## config.mk

```make
export PLATFORM = sky130hd
export DESIGN_NAME = opc_history
export DESIGN_NICKNAME = d
export VERILOG_FILES = /design/src/rtl/opc_pkg.sv /design/src/rtl/opc_ring_mem.sv /design/src/rtl/opc_history.sv
export SDC_FILE = /design/constraint.sdc
export NUM_CORES = 1
export LEC_CHECK = 0
export ABC_AREA = 1
export CORE_MARGIN = 2
export CORE_UTILIZATION = 40
export CTS_BUF_LIST = sky130_fd_sc_hd__clkbuf_2 sky130_fd_sc_hd__clkbuf_4 sky130_fd_sc_hd__clkbuf_8
export DETAILED_ROUTE_END_ITERATION = 12
export GPL_TIMING_DRIVEN = 0
export RECOVER_POWER = 50
export SKIP_CTS_REPAIR_TIMING = 1
export SLEW_MARGIN = 20
export SYNTH_ARGS = -nofsm -noshare
export SYNTH_HDL_FRONTEND = slang
export SYNTH_SLANG_ARGS = --single-unit
```

## constraint.sdc

```tcl
create_clock -name clk -period 2.9 [get_ports clk]
set_clock_uncertainty 0.1 [all_clocks]
set_input_delay 0.58 -clock clk [delete_from_list [all_inputs] [get_ports clk]]
set_output_delay 0.58 -clock clk [all_outputs]
set_load 0.005 [all_outputs]
```

## src/rtl/opc_pkg.sv

```systemverilog
// Shared defaults, PC type and ring-index helper for the old-PC history buffer.
package opc_pkg;

    localparam int OPC_PC_WIDTH = 14;
    localparam int OPC_DEPTH    = 8;

    typedef logic [OPC_PC_WIDTH-1:0] pc_t;

    // Slot holding the entry idx steps back from the newest. Computed at 8 bits;
    // callers truncate to their pointer width, which is the mod-DEPTH wrap.
    function automatic logic [7:0] ring_idx(input logic [7:0] wptr, input logic [7:0] idx);
        return wptr - 8'd1 - idx;
    endfunction

endpackage

```

## src/rtl/opc_ring_mem.sv

```systemverilog
// DEPTH x W register file: one synchronous write port, one synchronous
// read-first read port, no reset so it maps onto distributed RAM.
module opc_ring_mem #(
    parameter int W     = 14,
    parameter int DEPTH = 8,
    parameter int AW    = $clog2(DEPTH)
) (
    input  logic          clk_i,
    input  logic          we_i,
    input  logic [AW-1:0] waddr_i,
    input  logic [W-1:0]  wdata_i,
    input  logic          re_i,
    input  logic [AW-1:0] raddr_i,
    output logic [W-1:0]  rdata_o
);

    logic [W-1:0] mem_q [DEPTH];
    logic [W-1:0] rdata_q;

    // Read samples the old contents when it hits the slot being written.
    always_ff @(posedge clk_i) begin
        if (we_i) mem_q[waddr_i] <= wdata_i;
        if (re_i) rdata_q <= mem_q[raddr_i];
    end

    assign rdata_o = rdata_q;

endmodule

```

## src/rtl/opc_history.sv

```systemverilog
// Ring of the DEPTH most recently fetched PCs with freeze, clear, occupancy,
// wrap status and a one-cycle indexed read port for the debug interface.
module opc_history
    import opc_pkg::*;
#(
    parameter int PC_WIDTH = OPC_PC_WIDTH,
    parameter int DEPTH    = OPC_DEPTH,
    parameter int IDX_W    = $clog2(DEPTH)
) (
    input  logic                       clk,
    input  logic                       reset_n,
    input  logic                       state_fetch,
    input  logic                       opcclk,
    input  logic                       opcinh,
    input  logic                       freeze,
    input  logic                       clr,
    input  logic [PC_WIDTH-1:0]        pc,
    input  logic                       rd_req,
    input  logic [IDX_W-1:0]           rd_idx,
    output logic [PC_WIDTH-1:0]        opc,
    output logic [PC_WIDTH-1:0]        rd_data,
    output logic                       rd_valid,
    output logic                       rd_miss,
    output logic [$clog2(DEPTH+1)-1:0] count,
    output logic                       wrapped
);

    localparam int CW = $clog2(DEPTH+1);

    logic [IDX_W-1:0]    wptr_q, wptr_d;
    logic [CW-1:0]       count_q, count_d;
    logic                wrapped_q, wrapped_d;
    logic [PC_WIDTH-1:0] opc_q, opc_d;
    logic                rd_valid_q, rd_miss_q, rd_zero_q;
    logic                cap, miss;
    logic [IDX_W-1:0]    raddr;
    logic [PC_WIDTH-1:0] mem_rdata;

    assign cap   = (state_fetch | opcclk) & ~opcinh & ~freeze & ~clr;
    assign miss  = CW'(rd_idx) >= count_q;
    assign raddr = IDX_W'(ring_idx(8'(wptr_q), 8'(rd_idx)));

    always_comb begin
        wptr_d    = wptr_q;
        count_d   = count_q;
        wrapped_d = wrapped_q;
        opc_d     = opc_q;
        if (clr) begin
            wptr_d    = '0;
            count_d   = '0;
            wrapped_d = 1'b0;
            opc_d     = '0;
        end else if (cap) begin
            wptr_d = wptr_q + IDX_W'(1);
            opc_d  = pc;
            if (count_q == CW'(DEPTH)) wrapped_d = 1'b1;
            else                       count_d   = count_q + CW'(1);
        end
    end

    always_ff @(posedge clk or negedge reset_n) begin
        if (!reset_n) begin
            wptr_q     <= '0;
            count_q    <= '0;
            wrapped_q  <= 1'b0;
            opc_q      <= '0;
            rd_valid_q <= 1'b0;
            rd_miss_q  <= 1'b0;
            rd_zero_q  <= 1'b1;
        end else begin
            wptr_q     <= wptr_d;
            count_q    <= count_d;
            wrapped_q  <= wrapped_d;
            opc_q      <= opc_d;
            rd_valid_q <= rd_req;
            rd_miss_q  <= rd_req & miss;
            if (rd_req) rd_zero_q <= miss;
        end
    end

    // The RAM read register has no reset, so a miss (or nothing read since
    // reset) is masked to zero; both sides hold between requests.
    opc_ring_mem #(.W(PC_WIDTH), .DEPTH(DEPTH), .AW(IDX_W)) u_mem (
        .clk_i   (clk),
        .we_i    (cap),
        .waddr_i (wptr_q),
        .wdata_i (pc),
        .re_i    (rd_req),
        .raddr_i (raddr),
        .rdata_o (mem_rdata)
    );

    assign opc      = opc_q;
    assign rd_data  = rd_zero_q ? '0 : mem_rdata;
    assign rd_valid = rd_valid_q;
    assign rd_miss  = rd_miss_q;
    assign count    = count_q;
    assign wrapped  = wrapped_q;

endmodule

```

* After elaboration in Yosys (flattened, before gate mapping)
Memories as Yosys holds them, arrays and structs flattened. A register that Yosys moved wholly into a read port is not among the register bits.
Cells that the tools add are included.
W data, S select, Z words.
** Cells by class
- Bitwise gates (word level) :: 8
- Equal/unequal tests :: 2
- Order comparisons :: 1
- $add $sub $neg :: 4
- Reduce and logical (&&, ||, !) cells :: 4
- Multiplexer cells :: 13
** Operators with widths (number)
- $mux W14 :: 3
- $mux W4 :: 3
- $mux W3 :: 2
- $mux W1 :: 5
- $add A4 B1 Y4 const B :: 1
- $and A1 B1 Y1 :: 4
- $eq A4 B4 Y1 const B :: 1
- $ge A3 B4 Y1 :: 1
- $reduce_and A2 Y1 :: 2
- $reduce_bool A2 Y1 :: 2
- $add A3 B1 Y3 const B :: 1
- $not A1 Y1 :: 3
- $sub A3 B1 Y3 const B :: 1
- $sub A3 B3 Y3 :: 1
- $ne A2 B2 Y1 const B :: 1
- $or A1 B1 Y1 :: 1
** Storage, ports and cells
- Output and inout bits :: 35
- Memories :: 1
- Word-level logic and storage cells :: 40
- Bits of input ports :: 25
- Register bits :: 25
- Bits in writable memories :: 112
** Memory list
- u_mem.mem_q :: depth 8, width 14, read ports 1, clocked after Yosys merged registers in 1, wr ports 1, line opc_ring_mem.sv:17 : logic [W-1:0] mem_q [DEPTH];

* Logic depth before layout (Yosys ltp)
- Word-level depth :: 6
- Gate-level depth with buffers :: 12
- Gate-level depth less buffers :: 9

* Cells and area by module
From an unflattened synthesis, not the netlist that was laid out.
** Unflattened totals
- Cells, all modules :: 694
- Area, all modules :: 6782.8 sq um
** Modules (own cells, without submodules)
- opc_ring_mem :: area each 5402.7 sq um, sequential area each 3783.6 sq um, instances 1, cells each 515
- opc_history :: area each 1380.1 sq um, sequential area each 626.9 sq um, instances 1, cells each 179

* Least setup slack after synthesis
OpenSTA, ideal clock, no wires.
- Path type :: input to register
- From :: input rd_idx[0]
- To :: register u_mem.rdata_q[10] (netlist: u_mem.rdata_o[10]) (read register of u_mem.mem_q), data pin
- Setup time :: 0.252 ns
- Path buffers :: 2
- Arrival :: 1.954 ns
- Path slack :: 0.594 ns
- Required time :: 2.548 ns
- Cell stages on the path :: 10
- Cell sequence :: inv_1 -> ha_1 -> fa_1 -> buf_4 -> clkbuf_1 -> nor2_1 -> nand2_1 -> nand2_1 -> nand2_1 -> nand2_1
** Between the ends
- Cells in the longest elaborated chain, start to end :: 1
** RTL lines
- from (decl) :: line opc_history.sv:19 : input logic [IDX_W-1:0] rd_idx,
- $sub A3 B3 Y3 :: line opc_pkg.sv:12 : return wptr - 8'd1 - idx;
- to (decl) :: line opc_ring_mem.sv:18 : logic [W-1:0] rdata_q;
Every way passes these cells.
A chain may end at the register's enable or synchronous reset.

* Worst setup path after layout
- From :: input rd_idx[0]
- To :: register u_mem.rdata_q[6] (netlist: u_mem.rdata_o[6]) (read register of u_mem.mem_q), data pin
Same word-level chain as after synthesis.

==> results.py <==
metrics = {
    "run_status": {
        "outcome": "finished clean",
    },
    "cells_and_area": {
        "multiInputGateArea_mm2": 0.001772,
        "num_antenna_cells": 0,
        "drive_gt1_share_pct": 8.619,
        "final_area_mm2": 0.007913,
        "ff_latch_area_mm2": 0.004410,
        "final_util_pct": 48.23,
        "nets": 809,
        "num-fill-cells": 1496,
        "area_delta_synth_final_pct": 18.87,
    },
    "placement": {
        "port_buffers": 59,
        "pre_cts_ws_ns": -0.3223,
        "detailed_place_hpwl_um": 9887,
        "gp_congestion": 0.7899,
        "dpl_cell_area_mm2": 0.007545,
    },
    "die": {
        "num_rows": 47,
        "die_height_um": 133,
        "dieWidth_um": 133,
        "core_mm2": 0.01641,
        "fp.dieArea_mm2": 0.01769,
        "boundaryPins": 60,
        "start_util_pct": 40.57,
    },
    "worst_setup_path": {
        "cpMostUsedCell": "nand2_1",
        "critPathMaxFanout": 10,
        "worstPathCellList": "clkdlybuf4s50_1, inv_1, ha_1, fa_1, buf_4, clkbuf_1, nor2_1, nand2_1, nand2_1, nand2_1, nand2_1",
        "crit_type": "in -> reg",
        "cp.required_ns": 3.01,
        "crit-reg2reg-launch": "wptr_q[0]",
        "slowest_stage": "fa_1",
        "reg2reg_to": "u_mem.rdata_o[6]",
        "cp.arrival_ns": 2.86,
        "r2r_cells": 9,
        "endpoint_kind": "flop",
        "critPathLaunchType": "primary input",
        "worst-r2r-setup-slack_ns": 0.38,
        "slowest_delay_ns": 0.48,
    },
    "power_and_ir_drop": {
        "pwr-share-comb_pct": 14.0,
        "clock_power_share_pct": 32.4,
        "peakVddDrop_v": 0.0002854,
        "power.leakage_nw": 3.511,
        "sw_frac_of_total_pct": 25.10,
        "p_per_area_mw_per_mm2": 578.3,
        "p_seq_share_pct": 53.6,
        "p_sw_mw": 1.148,
        "p_int_mw": 3.427,
    },
    "synthesis": {
        "synthesis.nets": 731,
        "ys_warn_count": 0,
        "ys_types": 21,
        "synth_top_area_cell": "edfxtp_1",
        "syn_inst": 698,
        "synth.avg_cell_area_um2": 9.536,
        "seq_area_frac_synth_pct": 66.26,
        "synth_area_mm2": 0.006656,
        "synth_seq_cells": 151,
        "synth_top_area_share_pct": 56.84,
        "synth_area_leaders": "edfxtp_1 (57%), nand2_1 (14%), dfrtp_1 (9.0%)",
    },
    "timing": {
        "worst_slack_ns": 0.1496,
        "maxSlewViolCount": 0,
        "setup_viol": 0,
        "fin_tns_setup_ns": 0,
        "finalCritPeriodShare_pct": 94.84,
        "timing.slew.headroom_pct": 11.68,
        "finalHoldViolations": 0,
        "rsz0062_at_grt": "no",
        "worst_slew_pin_slew_ns": 1.325,
        "fin_crit_ns": 2.750,
        "fin_hold_ws_ns": 0.3045,
        "fmax_mhz": 363.6,
    },
    "worst_hold_path": {
        "holdCritPathClass": "in -> async",
    },
    "global_route": {
        "grtUsageMet2_pct": 28.58,
        "grt_use_total_pct": 17.10,
        "grt.met3_usage_pct": 3.372,
        "grt_pass1_wl_um": 22900,
        "grt_use_met1_pct": 21.87,
        "grt_max_degree": 26,
        "grt_antenna_before_repair": 0,
        "grt_pass1_vias": 4444,
        "overflow": 0,
        "top_usage_layer": "met2",
    },
    "clocking": {
        "cts_root_buffer": "clkbuf_8",
        "clockBufferDepth": 2,
        "clk_pin_slew_ns": 0.08,
        "cts_tree": "yes",
        "htreeDepth": 4,
        "cts.sinks": 151,
        "cts_made_buffers": 17,
        "worstSkewPairLatency_ns": 0.44,
    },
    "route": {
        "drt-initial-drc-count": 239,
        "wl_per_cell_um": 14.14,
        "route.detailed.drc": 0,
        "drt-vias-per-instance": 4.529,
        "routed_wl_um": 14270,
        "ant_nets": 0,
        "dr.pass1.iters": 4,
        "via_count": 4570,
    },
    "flow_run": {
        "drv_cap": 0,
    },
}
-- synth_stat cells --
cell and instances:
a21oi_1 1, a21oi_2 1, buf_2 12, buf_4 8
buf_6 1, clkbuf_1 4, dfrtp_1 24, dfstp_2 1
edfxtp_1 126, fa_1 1, ha_1 7, inv_1 89
inv_2 3, nand2_1 248, nand2_2 3, nand3_1 21
nand4_1 1, nor2_1 139, nor2_4 1, o21ai_0 6
xor2_1 1
-- sequential cells by signal, indices dropped and copies added, names as in the netlist --
register,count
u_mem.rdata_o,14
opc,14
u_mem.mem_q,112
wrapped,1
rd_miss,1
count,4
rd_valid,1
rd_zero_q,1
wptr_q,3
-- stage by stage --
step,total power [mW],instances
floorplan,2.859,698
global placement,3.136,977
detailed placement,3.153,978
CTS,4.624,1010
global route,4.788,1009
finish,4.576,1009
-- power by group through the flow --
stage	registers [mW]	logic (mW)	clock network, mW
5_1_grt	2.46	0.720	1.60
6_report	2.45	0.640	1.48
3_5_place_dp	2.49	0.658	0
4_1_cts	2.45	0.661	1.51
2_1_floorplan	2.49	0.369	0
3_3_place_gp	2.49	0.643	0
-- critical path: cells and delay by family --
kind | cells | cell delay [ns]
fa+ha+maj | 2 | 0.68
buf+inv | 4 | 1.17
simple gates | 5 | 0.41
-- layer usage --
layer / share of wire [%] / up-vias
met2: 48 / 135
met3: 4.9 / 24
met5: 0 / -
met1: 45 / 2093
met4: 2.0 / 0
li1: - / 2318
-- area by class of cell --
type / instances / share of cell area, %
Multi-Input combinational cell: 430 / 22.39
Buffer: 24 / 1.787
Clock inverter: 9 / 0.9804
Tap cell: 220 / 3.479
Clock buffer: 23 / 3.684
Timing Repair Buffer: 60 / 7.574
Inverter: 92 / 4.364
Sequential cell: 151 / 55.74
-- worst max path at each step --
stage | start | slack, ns | end | cells after the start
floorplan | rd_idx[0] | 0.59 | u_mem.rdata_o[10] | 10
global placement | state_fetch | -0.42 | u_mem.mem_q[7][9] | 7
detailed placement | rd_idx[0] | -0.32 | u_mem.rdata_o[7] | 11
CTS | rd_zero_q | 0.06 | rd_data[3] | 3
global route | rd_idx[0] | 0.02 | u_mem.rdata_o[10] | 11
finish | rd_idx[0] | 0.15 | u_mem.rdata_o[6] | 11
-- kinds of logic (layout without fill, tap and decap cells) --
family,count (synthesis),after routing,share of synthesized area [%]
and+or+nand+nor,413,413,23.95
xor gates and xnor gates,1,1,0.1316
AOI/OAI and AO/OA,8,8,0.6579
buffers and inverters,117,208,7.387
DFF,151,151,66.26
adders and majority gates,8,8,1.616
-- placed cells by master, fill, tap and decap left out, drive strengths merged --
cell | netlist | routed
inv | 92 | 92
fa | 1 | 1
buf | 21 | 21
ha | 7 | 7
nor2 | 140 | 140
clkinv | 0 | 6
dfstp | 1 | 1
dlygate4sd3 | 0 | 16
edfxtp | 126 | 126
nand2 | 251 | 251
dfrtp | 24 | 24
xor2 | 1 | 1
clkdlybuf4s50 | 0 | 42
a21oi | 2 | 2
nand3 | 21 | 21
clkinvlp | 0 | 2
nand4 | 1 | 1
o21ai | 6 | 6
bufinv | 0 | 1
clkbuf | 4 | 28
Power figures use the tool's default switching activity.
